**src/rtl/uart_rx_pkg.sv**
```systemverilog
// Shared definitions for the UART receive path: FSM state encoding and default bit timing.
// The same default bit period (25 MHz / 115200) is used by the transmitter.
package uart_rx_pkg;

  localparam int DEFAULT_CLKS_PER_BIT = 217;

  typedef enum logic [2:0] {
    IDLE   = 3'd0,
    START  = 3'd1,
    DATA   = 3'd2,
    PARITY = 3'd3,
    STOP   = 3'd4
  } state_e;

endpackage

```
**src/rtl/uart_rx_shift_reg_sipo.sv**
```systemverilog
// Serial-in parallel-out shift register, the mirror of the transmit-side PISO.
// Shifts right so the first serial bit ends up at bit 0 after WIDTH shifts.
module shift_reg_sipo #(
  parameter int WIDTH = 8
) (
  input  logic             i_clk,
  input  logic             i_reset,
  input  logic             i_shift,
  input  logic             i_serial,
  output logic [WIDTH-1:0] o_data
);

  logic [WIDTH-1:0] data_d;
  logic [WIDTH-1:0] data_q;

  always_comb begin
    data_d = data_q;
    if (i_shift) data_d = {i_serial, data_q[WIDTH-1:1]};
  end

  always_ff @(posedge i_clk) begin
    if (i_reset) data_q <= '0;
    else         data_q <= data_d;
  end

  assign o_data = data_q;

endmodule

```
**src/rtl/uart_rx.sv**
```systemverilog
// 8N1 UART receiver: 2-FF synchronizer, mid-bit sampling FSM, LSB-first assembly.
// Define UART_RX_PARITY_EN to add an even-parity bit and the o_parity_err output.
module uart_rx
  import uart_rx_pkg::*;
#(
  parameter int CLKS_PER_BIT = DEFAULT_CLKS_PER_BIT,
  parameter int DATA_BITS    = 8
) (
  input  logic                 i_clk,
  input  logic                 i_reset,
  input  logic                 i_rx,
  output logic [DATA_BITS-1:0] o_data,
  output logic                 o_valid,
  output logic                 o_frame_err,
  output logic                 o_busy,
`ifdef UART_RX_PARITY_EN
  output logic                 o_parity_err,
`endif
  output logic [2:0]           o_dbg_state
);

  localparam int CW = $clog2(CLKS_PER_BIT);
  localparam int IW = $clog2(DATA_BITS + 1);
  localparam logic [CW-1:0] CNT_HALF = CW'(CLKS_PER_BIT / 2 - 1);
  localparam logic [CW-1:0] CNT_FULL = CW'(CLKS_PER_BIT - 1);
  localparam logic [IW-1:0] IDX_LAST = IW'(DATA_BITS - 1);

  logic                 rx_meta_q, rx_s_q;
  state_e               state_d, state_q;
  logic [CW-1:0]        cnt_d, cnt_q;
  logic [IW-1:0]        idx_d, idx_q;
  logic [DATA_BITS-1:0] data_d, data_q;
  logic                 valid_d, valid_q;
  logic                 ferr_d, ferr_q;
  logic                 shift;
  logic [DATA_BITS-1:0] sipo_data;
`ifdef UART_RX_PARITY_EN
  logic                 par_d, par_q;
  logic                 perr_d, perr_q;
`endif

  shift_reg_sipo #(.WIDTH(DATA_BITS)) u_sipo (
    .i_clk    (i_clk),
    .i_reset  (i_reset),
    .i_shift  (shift),
    .i_serial (rx_s_q),
    .o_data   (sipo_data)
  );

  always_comb begin
    state_d = state_q;
    cnt_d   = cnt_q + CW'(1);
    idx_d   = idx_q;
    data_d  = data_q;
    valid_d = 1'b0;
    ferr_d  = 1'b0;
    shift   = 1'b0;
`ifdef UART_RX_PARITY_EN
    par_d   = par_q;
    perr_d  = 1'b0;
`endif
    case (state_q)
      IDLE: begin
        cnt_d = '0;
        if (!rx_s_q) state_d = START;
      end
      START: begin
        // A start bit that is high again at mid-bit was only a glitch.
        if (cnt_q == CNT_HALF) begin
          cnt_d   = '0;
          idx_d   = '0;
          state_d = rx_s_q ? IDLE : DATA;
        end
      end
      DATA: begin
        if (cnt_q == CNT_FULL) begin
          cnt_d = '0;
          shift = 1'b1;
          idx_d = idx_q + IW'(1);
          if (idx_q == IDX_LAST) begin
`ifdef UART_RX_PARITY_EN
            state_d = PARITY;
`else
            state_d = STOP;
`endif
          end
        end
      end
`ifdef UART_RX_PARITY_EN
      PARITY: begin
        if (cnt_q == CNT_FULL) begin
          cnt_d   = '0;
          par_d   = rx_s_q;
          state_d = STOP;
        end
      end
`endif
      STOP: begin
        // A low stop bit wins over any parity result.
        if (cnt_q == CNT_FULL) begin
          cnt_d   = '0;
          state_d = IDLE;
          if (!rx_s_q) begin
            ferr_d = 1'b1;
          end else begin
`ifdef UART_RX_PARITY_EN
            if ((^sipo_data) != par_q) begin
              perr_d = 1'b1;
            end else begin
              valid_d = 1'b1;
              data_d  = sipo_data;
            end
`else
            valid_d = 1'b1;
            data_d  = sipo_data;
`endif
          end
        end
      end
      default: begin
        state_d = IDLE;
        cnt_d   = '0;
      end
    endcase
  end

  always_ff @(posedge i_clk) begin
    if (i_reset) begin
      rx_meta_q <= 1'b1;
      rx_s_q    <= 1'b1;
      state_q   <= IDLE;
      cnt_q     <= '0;
      idx_q     <= '0;
      data_q    <= '0;
      valid_q   <= 1'b0;
      ferr_q    <= 1'b0;
`ifdef UART_RX_PARITY_EN
      par_q     <= 1'b0;
      perr_q    <= 1'b0;
`endif
    end else begin
      rx_meta_q <= i_rx;
      rx_s_q    <= rx_meta_q;
      state_q   <= state_d;
      cnt_q     <= cnt_d;
      idx_q     <= idx_d;
      data_q    <= data_d;
      valid_q   <= valid_d;
      ferr_q    <= ferr_d;
`ifdef UART_RX_PARITY_EN
      par_q     <= par_d;
      perr_q    <= perr_d;
`endif
    end
  end

  assign o_data       = data_q;
  assign o_valid      = valid_q;
  assign o_frame_err  = ferr_q;
  assign o_busy       = (state_q != IDLE);
  assign o_dbg_state  = state_q;
`ifdef UART_RX_PARITY_EN
  assign o_parity_err = perr_q;
`endif

endmodule

```
**config.mk**
```make
export PLATFORM = sky130hd
export DESIGN_NAME = uart_rx
export DESIGN_NICKNAME = d
export VERILOG_FILES = /design/src/rtl/uart_rx_pkg.sv /design/src/rtl/uart_rx_shift_reg_sipo.sv /design/src/rtl/uart_rx.sv
export SDC_FILE = /design/constraint.sdc
export NUM_CORES = 1
export LEC_CHECK = 0
export CORE_ASPECT_RATIO = 0.8
export CORE_MARGIN = 2
export CORE_UTILIZATION = 35
export DETAILED_ROUTE_END_ITERATION = 8
export SETUP_SLACK_MARGIN = 0.1
export SLEW_MARGIN = 10
export SYNTH_ARGS = -nofsm -noshare
export SYNTH_HDL_FRONTEND = slang
export SYNTH_HIERARCHICAL = 1
export SYNTH_SLANG_ARGS = --single-unit
```
**constraint.sdc**
```tcl
create_clock -name i_clk -period 2.02 [get_ports i_clk]
set_clock_uncertainty 0.05 [all_clocks]
set_input_delay 0.303 -clock i_clk [delete_from_list [all_inputs] [get_ports i_clk]]
set_output_delay 0.303 -clock i_clk [all_outputs]
set_load 0.03 [all_outputs]
```
# ---- Word-level counts from Yosys, hierarchy flattened
# Index checks and enable logic that the tools add are counted.
dict set report classes {
  add_sub_neg 2
  mul 0
  n_div 0
  magnitude_cmp 0
  n_eq_ne 11
  shifts 0
  mux 17
  bitwise 2
  reduce_logical 8
}
# op n
set ops {}
lappend ops {{$mux 8} 2}
lappend ops {{$pmux 8 s2} 1}
lappend ops {{$mux 3} 5}
lappend ops {{$pmux 3 s4} 1}
lappend ops {{$ne 2x2->1 const B} 5}
lappend ops {{$add 8x1->8 const B} 1}
lappend ops {{$eq 8x7->1 const B} 1}
lappend ops {{$eq 8x8->1 const B} 1}
lappend ops {{$mux 4} 2}
lappend ops {{$pmux 4 s2} 1}
lappend ops {{$reduce_and 3->1} 2}
lappend ops {{$reduce_and 5->1} 1}
lappend ops {{$add 4x1->4 const B} 1}
lappend ops {{$eq 4x3->1 const B} 1}
lappend ops {{$mux 1} 4}
lappend ops {{$eq 3x1->1 const B} 1}
lappend ops {{$eq 3x2->1 const B} 1}
lappend ops {{$eq 3x3->1 const B} 1}
lappend ops {{$logic_not 3->1} 1}
lappend ops {{$reduce_bool 3->1} 1}
lappend ops {{$reduce_or 3->1} 1}
lappend ops {{$mux 2} 1}
lappend ops {{$not 1->1} 2}
lappend ops {{$reduce_bool 2->1} 1}
lappend ops {{$reduce_or 2->1} 1}
dict set report word_totals {
  regBits 35
  latch_bits 0
  ramBits 0
  romBits 0
  output_inout_bits 14
  mem_count 0
}

# ---- Longest topological paths before layout
# Gate-level depths: netlist of the first run.
dict set report logic_depth {
  depth_word 4
  ltp_mapped 8
  depth_no_buf 7
}

# ---- Modules after synthesis
# Netlist of the first run, hierarchy kept.
# mod n_inst cells_each area_each_um2 seq_area_each_um2
set by_module_without_submodules {}
lappend by_module_without_submodules {uart_rx 1 128 1178.6 540.5}
lappend by_module_without_submodules {shift_reg_sipo 1 26 285.3 160.2}

# ---- Least setup slack after synthesis of the first run
# Ideal clock, no wire load.
dict set report synth_timing {
  path_type {flip-flop to flip-flop}
  from {reg state_q[1], in the netlist o_dbg_state[1]}
  to {reg idx_q[1]}
  arrival_time_ps 1922
  required_time_ps 1899
  path_slack_ps -23
  path_stages_with_launch 6
  synth_period_minus_slack_ps 2043
  path_cell_list {dfxtp_1 -> or3b_1 -> buf_2 -> o32a_1 -> or4b_1 -> a21oi_1}
}
dict set report synth_between {
  elab_chain_len 3
  word_cells_on_any_way 7
}
# element line_no
set synth_lines {}
lappend synth_lines {{from (decl)} uart_rx.sv:29} ;# state_e state_d, state_q;
lappend synth_lines {{from (signal assigned)} uart_rx.sv:144} ;# state_q <= state_d;
lappend synth_lines {{$eq 3x2->1 or $eq 3x1->1 (tied branches)} uart_rx.sv:62} ;# case (state_q)
lappend synth_lines {{$ne 2x2->1 (no source line) or $reduce_bool 2->1 (tied branches)} -}
lappend synth_lines {{$reduce_and 3->1 (no source line)} -}
lappend synth_lines {{to (signal assigned)} uart_rx.sv:146} ;# idx_q <= idx_d;
lappend synth_lines {{to (decl)} uart_rx.sv:31} ;# logic [IW-1:0] idx_d, idx_q;
# Several ways; a longest one is shown, not always the timed one.
# A chain may end at the register's enable or synchronous reset.

# ---- Final worst setup path of the first run
dict set report layout_timing {
  from {reg cnt_q[0]}
  to {reg idx_q[1]}
}
dict set report layout_between {
  elab_chain_len 3
  word_cells_on_any_way 5
}
# element line_no
set layout_lines {}
lappend layout_lines {{from (decl)} uart_rx.sv:30} ;# logic [CW-1:0] cnt_d, cnt_q;
lappend layout_lines {{from (signal assigned)} uart_rx.sv:145} ;# cnt_q <= cnt_d;
lappend layout_lines {{$eq 8x8->1 or $eq 8x7->1 (tied branches)} {uart_rx.sv:76, uart_rx.sv:69}}
lappend layout_lines {{$ne 2x2->1 (no source line)} -}
lappend layout_lines {{$reduce_and 3->1 (no source line) *} -}
# Every way passes the cells marked *; elsewhere a longest branch is shown, timed or not.

==> out/results.ini, run 1 <==
[setup_path]
critPathKind = reg2reg
cp_top_family = simple AND/OR/NAND/NOR gates
worst-path-buf-inv = 0
crit_path_max_fanout = 5
critPathSlowestCell = or4b_1
cp.arrival_ps = 2010
max_stage_delay_ps = 500
timing.reg2reg.setup_slack_ps = 170
worstPathCellList = ha_2, nand4bb_4, o32a_1, or4b_1, a21oi_1
worst_ep_required_time_ps = 2180
ff2ff_path_depth = 5
r2r-start = cnt_q[0]
reg2reg_to = idx_q[1]
critPathCaptureType = flip-flop
start_kind = flip-flop

[floorplanning]
die_w_um = 76.3
start_util_pct = 35.7
die_h_um = 61.8
ios = 17
fp.coreArea_um2 = 4100
dieArea_um2 = 4720
row_count = 21

[pwr]
ir_worst_vdd_uv = 386
p_leak_nw = 0.692
power_density_nw_per_um2 = 739

[timing]
hold_viol_final = 0
rsz0062_at_grt = false
maxSlewViolCount = 0
holdWs_ps = 372
fin_tns_setup_ps = 0
max_slew_margin_pct = 57.5
layout_setup_ws_ps = 170
finalCriticalPeriod_ps = 1850
fmax_mhz = 541
setup_viol = 0
min_period_over_period_pct = 91.6
worst_pin_slew_ps = 637

[logic_synthesis]
syn_area_per_cell_um2 = 9.51
yosys_register_bits = 35
synth-simple-area-share_pct = 24.1
synth_area_leader_cell = dfxtp_1
synth_nets = 160
synth_top_family_by_area = simple AND/OR/NAND/NOR gates
synthMuxAreaShare_pct = 12.4
synth_area_um2 = 1460
synthCells = 154
yosys.area_share.xor_xnor_pct = 4.19
ys_types = 38
synth_fa_ha_area_share_pct = 2.56
synth_compound_area_share_pct = 5.73
yosys_warnings = 6
yosysSeqAreaShare_pct = 47.9
synth_top_cells_by_area = dfxtp_1 48%, mux2i_1 12%, nor2_1 6.2%
synth_top_area_share_pct = 47.9

[detailed_routing]
drt-met1-wl_um = 1360
met2_length_um = 1360
ant_nets = 0
highest_layer = met4
wire_per_inst_um = 12.2
avgViaCountPerCell = 4.89
drtIter0Drc = 51
route.detailed.drc = 0
wl_um = 2880
firstDrtPassIters = 4
vias = 1149
wl_met3_um = 126

[clock_tree]
cts_tree = done
cts_buffers = 5
cts.sink_count = 35
cts_root_buf = clkbuf_8
cts.clk_slew.worst_paths_ps = 70
clock_latency_ps = 270
cts_buffer_depth = 2
h-tree-depth = 2

[final_layout]
n_antenna_cell = 0
utilization_pct = 45.7
area_growth_pct = 28.0
finalInstanceArea_um2 = 1870
layout.nets = 183
drive_above_1_share_pct = 14.0

[placement]
postPlaceCellArea_um2 = 1720
portBuffers = 16
place_congestion = 0.785
place_hpwl_um = 1960
dp_slack_ps = -28.9

[global_route]
grt_pass1_vias = 1033
track_usage_pct = 13.1
grt_max_degree = 38
grt_first_pass_wirelength_um = 4850
antenna_found_initial = 0
gr-total-overflow = 0

[status]
status = finished clean

[min_path]
worstHoldStart = rx_meta_q
hold_path_class = reg2reg
min_to = rx_s_q
min_path_cells = 1

[job]
cap_violations = 0

[placed cells by master, fill, tap and decap left out, types with 2 or more instances in the layout]
cell             Yosys  layout
a21oi_1              2       2
a31oi_1              2       2
buf_4                0       6
clkbuf_8             0       6
clkdlybuf4s50_1      0      15
dfxtp_1             35      31
dfxtp_2              0       3
ha_1                 3       2
inv_1                3       3
mux2i_1             17      17
nand2_1              8       8
nand3_1              4       4
nand3b_1             2       2
nor2_1              24      24
nor3_1              12      12
nor3b_1              2       2
o21ai_0              4       4
or2_2                3       3
or3_1                2       2
xnor2_1              5       5
xor2_1               2       2
[worst register-to-register path, delay by kind of cell, from the launching register on]
family          cells  cell delay [ps]
fa+ha+maj           1              200
simple gates        2              640
compound gates      2              520
flops               1              370
[worst max path at each step]
stage / endpoint / cells after the start / start / slack, ps
after floorplan: idx_q[1] / 5 / o_dbg_state[1] / 120
after detailed placement: cnt_q[0] / 6 / cnt_q[0] / -30
after global placement: idx_q[1] / 5 / cnt_q[0] / 140
after CTS: idx_q[1] / 5 / cnt_q[0] / 110
after global routing: idx_q[1] / 5 / cnt_q[0] / 110
final: idx_q[1] / 5 / cnt_q[0] / 170
[metal layers]
metal,vias up,track usage [%]
met4,0,3.90
met3,2,4.05
met1,534,16.2
met2,27,22.6
li1,586,-
met5,-,0
[synthesized netlist by cell type]
cell type and n:
dfxtp_1 35, nor2_1 24, mux2i_1 17, nor3_1 12, nand2_1 8, xnor2_1 5, clkbuf_1 4, nand3_1 4
o21ai_0 4, ha_1 3, inv_1 3, or2_2 3, a21oi_1 2, a31oi_1 2, nand3b_1 2, nor3b_1 2
or3_1 2, xor2_1 2, a221oi_1 1, and3_1 1, and3b_1 1, and4b_1 1, buf_1 1, buf_2 1
buf_6 1, mux2_1 1, nand2b_1 1, nand4_1 1, nand4b_1 1, nand4bb_1 1, nor2b_1 1, nor4b_1 1
o21bai_1 1, o22ai_1 1, o32a_1 1, o32ai_1 1, or3b_1 1, or4b_1 1
[power breakdown]
| group | switching (mW) | leakage [nW] | internal, mW | total [mW] |
|---|---|---|---|---|
| clock network | 0.239 | 0.0612 | 0.399 | 0.638 |
| registers | 0.00531 | 0.285 | 0.694 | 0.699 |
| logic | 0.0289 | 0.346 | 0.0188 | 0.0477 |
[stage by stage]
| step | total power [mW] | std cells |
|---|---|---|
| floorplan | 0.743 | 154 |
| global placement | 0.761 | 226 |
| detailed placement | 0.763 | 226 |
| CTS | 1.40 | 235 |
| global route | 1.44 | 235 |
| finish | 1.39 | 235 |
[area by class of cell]
type | instances | area [um2]
Clock buffer | 6 | 82.6
Timing Repair Buffer | 23 | 224
Sequential cell | 35 | 708
Fill cell | 400 | 2220
Clock inverter | 2 | 35.0
Tap cell | 57 | 71.3
Inverter | 3 | 11.3
Multi-Input combinational cell | 109 | 742
[timing repair]
item / 4_1_cts / 5_1_grt
pin swaps: 1 / 0
setup buffers: 1 / 0
endpoints found under the setup margin: 10 / 1
gates resized for setup: 4 / 3
hold buffers: 0 / 0
[state kept, by name, summed over array words and instances, names as in the netlist]
name / count
idx_q: 4
o_data: 8
rx_meta_q: 1
o_dbg_state: 3
rx_s_q: 1
o_frame_err: 1
cnt_q: 8
u_sipo/o_data: 8
o_valid: 1
[kinds of logic after synthesis]
family / Yosys count
AO/OA/AOI/OAI: 13
XOR/XNOR: 7
adder cells (fa/ha/maj): 3
buffers and inverters: 10
flip-flops: 35
multiplexers: 18
AND/OR/NAND/NOR: 68
No activity file was read; power rests on OpenSTA's default activity.
==> run 2, diff against run 1 <==
--- a/config.mk
+++ b/config.mk
@@ -7,7 +7,7 @@
 export LEC_CHECK = 0
 export CORE_ASPECT_RATIO = 0.8
 export CORE_MARGIN = 2
-export CORE_UTILIZATION = 35
+export CORE_UTILIZATION = 25
 export DETAILED_ROUTE_END_ITERATION = 8
 export SETUP_SLACK_MARGIN = 0.1
 export SLEW_MARGIN = 10
==> run 2 against run 1 <==
Clock power is 21% lower. Register-to-register slack better by 30 ps. Clock-buffer cell count stayed put. Worst setup slack better by 34 ps. Design area is 0.40% lower. Utilization is 12 points lower. Sequential share of layout area hardly changed.
==> out/results.ini, run 2 (synthesis gave the netlist of run 1 again) <==
[status]
status = finished clean  ; unchanged

[floorplanning]
start_util_pct = 26.4  ; was 35.7%
die_w_um = 89.6  ; was 76.3 um
row_count = 24  ; was 21
fp.coreArea_um2 = 5560  ; was 4100 um2
dieArea_um2 = 6490  ; was 4720 um2
die_h_um = 72.4  ; was 61.8 um
ios = 17  ; unchanged

[setup_path]
start_kind = flip-flop  ; unchanged
reg2reg_to = idx_q[1]  ; unchanged
critPathKind = reg2reg  ; unchanged
timing.reg2reg.setup_slack_ps = 200  ; was 170 ps
max_stage_delay_ps = 500  ; about the same
cp.arrival_ps = 1980  ; was 2010 ps
critPathSlowestCell = or4b_1  ; unchanged
ff2ff_path_depth = 5  ; unchanged
r2r-start = cnt_q[0]  ; unchanged
critPathCaptureType = flip-flop  ; unchanged
worstPathCellList = ha_2, nand4bb_1, o32a_1, or4b_1, a21oi_1  ; was ha_2, nand4bb_4, o32a_1, or4b_1, a21oi_1
crit_path_max_fanout = 5  ; unchanged
worst_ep_required_time_ps = 2190  ; was 2180 ps

[pwr]
power_mw = 1.25  ; was 1.39 mW
power_density_nw_per_um2 = 671  ; was 739 nW/um2
ir_worst_vdd_uv = 206  ; was 386 uV
p_leak_nw = 0.687  ; was 0.692 nW

[final_layout]
drive_above_1_share_pct = 14.0  ; about the same
area_growth_pct = 27.5  ; was 28.0%
fillerInstances = 591  ; was 400
final_cell_mix = 31 x dfxtp_1, 24 x nor2_1, 17 x mux2i_1  ; unchanged
layout.nets = 185  ; was 183
n_antenna_cell = 0  ; unchanged
layout_commonest_cell = dfxtp_1  ; unchanged

[timing]
setup_viol = 0  ; unchanged
fmax_mhz = 551  ; was 541 MHz
finalCriticalPeriod_ps = 1820  ; was 1850 ps
min_period_over_period_pct = 89.9  ; was 91.6%
holdWs_ps = 372  ; about the same
hold_viol_final = 0  ; unchanged
fin_tns_setup_ps = 0  ; unchanged
worst_pin_slew_ps = 662  ; was 637 ps
rsz0062_at_grt = false  ; unchanged
max_slew_margin_pct = 55.9  ; was 57.5%
maxSlewViolCount = 0  ; unchanged

[detailed_routing]
ant_nets = 0  ; unchanged
wl_met3_um = 96  ; was 126 um
wl_um = 2810  ; was 2880 um
firstDrtPassIters = 4  ; unchanged
met2_length_um = 1170  ; was 1360 um
drtIter0Drc = 48  ; was 51
vias = 1154  ; was 1149
highest_layer = met4  ; unchanged
drt-met1-wl_um = 1450  ; was 1360 um
wire_per_inst_um = 10.9  ; was 12.2 um
avgViaCountPerCell = 4.49  ; was 4.89
route.detailed.drc = 0  ; unchanged

[min_path]
hold_path_class = reg2reg  ; unchanged
min_path_cells = 1  ; unchanged
worstHoldStart = rx_meta_q  ; unchanged
min_to = rx_s_q  ; unchanged

[clock_tree]
h-tree-depth = 2  ; unchanged
clock_latency_ps = 290  ; was 270 ps
cts_tree = done  ; unchanged
cts.sink_count = 35  ; unchanged
cts.clk_slew.worst_paths_ps = 60  ; was 70 ps
cts_root_buf = clkbuf_8  ; unchanged
cts_buffer_depth = 2  ; unchanged
cts_buffers = 5  ; unchanged

[placement]
place_congestion = 0.764  ; was 0.785
portBuffers = 16  ; unchanged
place_hpwl_um = 1910  ; was 1960 um

[global_route]
antenna_found_initial = 0  ; unchanged
grt_first_pass_wirelength_um = 4880  ; was 4850 um
track_usage_pct = 9.83  ; was 13.1%
grt_pass1_vias = 1065  ; was 1033
gr-total-overflow = 0  ; unchanged
grt_max_degree = 38  ; unchanged

[job]
cap_violations = 0  ; unchanged

run 2: changes by cell type in the layout (fill, tap and decap cells not counted), sizes merged:
cell    delta
buf        +2
bufinv     -1
run 2: power breakdown:
part	total, mW	internal [mW]	switching, mW
logic	0.0475	0.0188	0.0287
registers	0.700	0.695	0.00542
clock network	0.505	0.267	0.238
run 2: cell type report:
class	count	area [um2]	area share [%]
Clock buffer	6	82.6	4.42
Clock inverter	1	5.00	0.268
Inverter	3	11.3	0.603
Multi-Input combinational cell	109	726	38.9
Sequential cell	35	706	37.8
Tap cell	78	97.6	5.23
Timing Repair Buffer	25	239	12.8
run 2: worst max-delay path by stage:
stage	slack (ps)	cells after the start	startpoint	end
CTS	180	5	cnt_q[0]	idx_q[1]
finish	200	5	cnt_q[0]	idx_q[1]
floorplan	120	5	o_dbg_state[1]	idx_q[1]
detailed placement	30	6	cnt_q[0]	cnt_q[2]
global placement	70	6	cnt_q[0]	cnt_q[4]
global route	100	5	cnt_q[0]	idx_q[1]
run 2: what timing repair did:
action,CTS,global route
pin swaps,0,1
endpoints found under the setup margin,10,3
hold buffers,0,0
hold endpoints to repair,0,0
setup buffers,1,1
gates resized for setup,2,3
run 2: per-stage QoR:
step | util (%) | setup WS (ps) | cells | cell area, um2
2_1_floorplan | - | 121 | 154 | 1470
3_3_place_gp | 31.6 | 70.0 | 248 | 1750
3_5_place_dp | 31.6 | 34.3 | 248 | 1750
4_1_cts | 33.4 | 176 | 256 | 1850
5_1_grt | 33.6 | 104 | 257 | 1870
6_report | 33.6 | 204 | 257 | 1870
run 2: layer usage:
layer	vias up	global-route usage, %
li1	589	-
met1	537	13.6
met2	20	13.4
met3	8	2.39
met4	0	6.47
met5	-	0
run 2: worst max-delay path: cells and delay by family, from the launching register on:
| kind | cells | cell delay (ps) |
|---|---|---|
| AOI/OAI and AO/OA | 2 | 520 |
| adders and majority gates | 1 | 190 |
| and+or+nand+nor | 2 | 630 |
| DFF | 1 | 360 |
==> run 3, diff against run 2 <==
==> constraint.sdc (replaced) <==
create_clock -name i_clk -period 1.81 [get_ports i_clk]
set_clock_uncertainty 0.05 [all_clocks]
set_input_delay 0.2715 -clock i_clk [delete_from_list [all_inputs] [get_ports i_clk]]
set_output_delay 0.2715 -clock i_clk [all_outputs]
set_load 0.03 [all_outputs]
==> run 3 against run 2 <==
Clock-buffer cell count stayed put. Worst hold slack worse by 8.5 ps. Fmax is 1.1% higher. Routed wire length is 6.7% higher. Sequential share of layout area is 2.8 points lower. Non-clock buffer count is 12 higher. Worst setup slack worse by 190 ps. Critical endpoint unchanged. Highest routed layer unchanged. First-iteration DRC count is 42% lower. Via count is 4.6% higher. Critical path type unchanged.
==> out/results.ini, run 3 (synthesis gave the netlist of run 1 again) <==
[status]
status = finished clean  ; unchanged

[detailed_routing]
route.detailed.drc = 0  ; unchanged
vias = 1207  ; was 1154
drtIter0Drc = 28  ; was 48
avgViaCountPerCell = 4.49  ; about the same
firstDrtPassIters = 5  ; was 4
ant_nets = 0  ; unchanged
wl_um = 3000  ; was 2810 um
wire_per_inst_um = 11.1  ; was 10.9 um

[pwr]
ir_worst_vdd_uv = 241  ; was 206 uV
p_leak_nw = 0.808  ; was 0.687 nW
power_mw = 1.41  ; was 1.25 mW
switching_share_pct = 21.9  ; was 21.7%
power_frac_seq_pct = 55.3  ; was 55.9%
power_density_nw_per_um2 = 692  ; was 671 nW/um2
p_clk_share_pct = 40.3  ; about the same
netSwitchingPower_uw = 308  ; was 272 uW
p_comb_share_pct = 4.4  ; was 3.8%
internal-power_mw = 1.10  ; was 981 uW

[global_route]
grt_first_pass_wirelength_um = 4840  ; was 4880 um
grt_pass1_vias = 1092  ; was 1065
antenna_found_initial = 0  ; unchanged
grt_max_degree = 38  ; unchanged
track_usage_pct = 9.64  ; was 9.83%
gr-total-overflow = 0  ; unchanged

[setup_path]
cp.arrival_ps = 1960  ; was 1980 ps
critPathSlowestCell = or4b_4  ; was or4b_1
worst-path-buf-inv = 1  ; was 0
worst_ep_required_time_ps = 1980  ; was 2190 ps
max_stage_delay_ps = 530  ; was 500 ps
crit_path_max_fanout = 3  ; was 5
worstPathCellList = buf_6, ha_4, nand4bb_1, o32a_1, or4b_4, a21oi_2  ; was ha_2, nand4bb_1, o32a_1, or4b_1, a21oi_1
critPathCaptureType = flip-flop  ; unchanged
critPathKind = reg2reg  ; unchanged
cp_top_family = simple AND/OR/NAND/NOR gates  ; unchanged
start_kind = flip-flop  ; unchanged

[clock_tree]
cts.sink_count = 35  ; unchanged
cts.clk_slew.worst_paths_ps = 70  ; was 60 ps
cts_buffer_depth = 2  ; unchanged
cts_buffers = 5  ; unchanged
cts_tree = done  ; unchanged
h-tree-depth = 2  ; unchanged
cts_root_buf = clkbuf_8  ; unchanged
cts-hold-fix-buffers = 0  ; unchanged
clock_latency_ps = 280  ; was 290 ps

[final_layout]
n_antenna_cell = 0  ; unchanged
ff_latch_area_um2 = 712  ; was 706 um2
drive_above_1_share_pct = 25.1  ; was 14.0%
multi_input_area_um2 = 776  ; was 726 um2
area_growth_pct = 38.9  ; was 27.5%
fillerInstances = 546  ; was 591
layout_commonest_cell = dfxtp_1  ; unchanged
final_cell_mix = 30 x dfxtp_1, 23 x nor2_1, 17 x mux2i_1  ; was 31 x dfxtp_1, 24 x nor2_1, 17 x mux2i_1
layout.nets = 197  ; was 185

[placement]
place_congestion = 0.758  ; was 0.764
place_hpwl_um = 2060  ; was 1910 um
dp_slack_ps = -200  ; was 34.3 ps
portBuffers = 16  ; unchanged

[floorplanning]
die_h_um = 72.4  ; unchanged
fp.coreArea_um2 = 5560  ; unchanged
start_util_pct = 26.4  ; unchanged
ios = 17  ; unchanged
die_w_um = 89.6  ; unchanged
dieArea_um2 = 6490  ; unchanged
row_count = 24  ; unchanged

[timing]
finalCriticalPeriod_ps = 1800  ; was 1820 ps
maxSlewViolCount = 0  ; unchanged
max_slew_margin_pct = 60.6  ; was 55.9%
min_period_over_period_pct = 99.3  ; was 89.9%
holdWs_ps = 363  ; was 372 ps
layout_setup_ws_ps = 12.8  ; was 204 ps
fmax_mhz = 556  ; was 551 MHz
rsz0062_at_grt = true  ; was false
worst_pin_slew_ps = 592  ; was 662 ps
setup_viol = 0  ; unchanged
hold_viol_final = 0  ; unchanged

[job]
cap_violations = 0  ; unchanged

[min_path]
hold_path_class = reg2reg  ; unchanged

run 3: what timing repair did:
| item | 4_1_cts | 5_1_grt |
|---|---|---|
| resized for setup | 11 | 17 |
| pin swaps | 1 | 5 |
| hold endpoints to repair | 0 | 0 |
| setup endpoints to repair | 21 | 29 |
| buffers inserted | 1 | 1 |
run 3: path summary, 6_finish.rpt:
| check | cells after the start | slack (ps) | start | to |
|---|---|---|---|---|
| worst max register to register | 6 | 10 | cnt_q[0] | idx_q[1] |
| worst min-delay path | 1 | 360 | rx_meta_q | rx_s_q |
| worst max-delay path | 6 | 10 | cnt_q[0] | idx_q[1] |
| worst min register to register | 1 | 360 | rx_meta_q | rx_s_q |
run 3: cell type report:
type	instances	area share [%]
sequential	35	35.0
clock buffer	6	4.06
inverter	3	0.554
tap	78	4.80
multi-input combinational	109	38.2
clock inverter	1	0.246
timing repair buffer	37	17.2
run 3: through the flow:
step | std cells | util (%) | area [um2] | setup TNS, ps
CTS | 268 | 35.6 | 1980 | 0
global route | 269 | 36.6 | 2030 | -147
floorplan | 154 | - | 1480 | -3.91
detailed placement | 260 | 33.3 | 1850 | -1550
global placement | 260 | 33.3 | 1850 | -392
finish | 269 | 36.6 | 2030 | 0
run 3: power by group through the flow:
stage	logic, mW	registers [mW]	clock network, mW
final	0.0618	0.778	0.566
after global routing	0.0677	0.778	0.612
after global placement	0.0587	0.796	0
after detailed placement	0.0594	0.796	0
after CTS	0.0619	0.779	0.580
after floorplan	0.0297	0.798	0
run 3: routing by layer:
layer | vias to the layer above | GRT usage (%) | wire length, um
met2 | 19 | 13.8 | 1290
met5 | - | 0 | 0
met3 | 5 | 3.41 | 82
met1 | 572 | 13.2 | 1600
met4 | 0 | 3.65 | 30
li1 | 611 | - | -
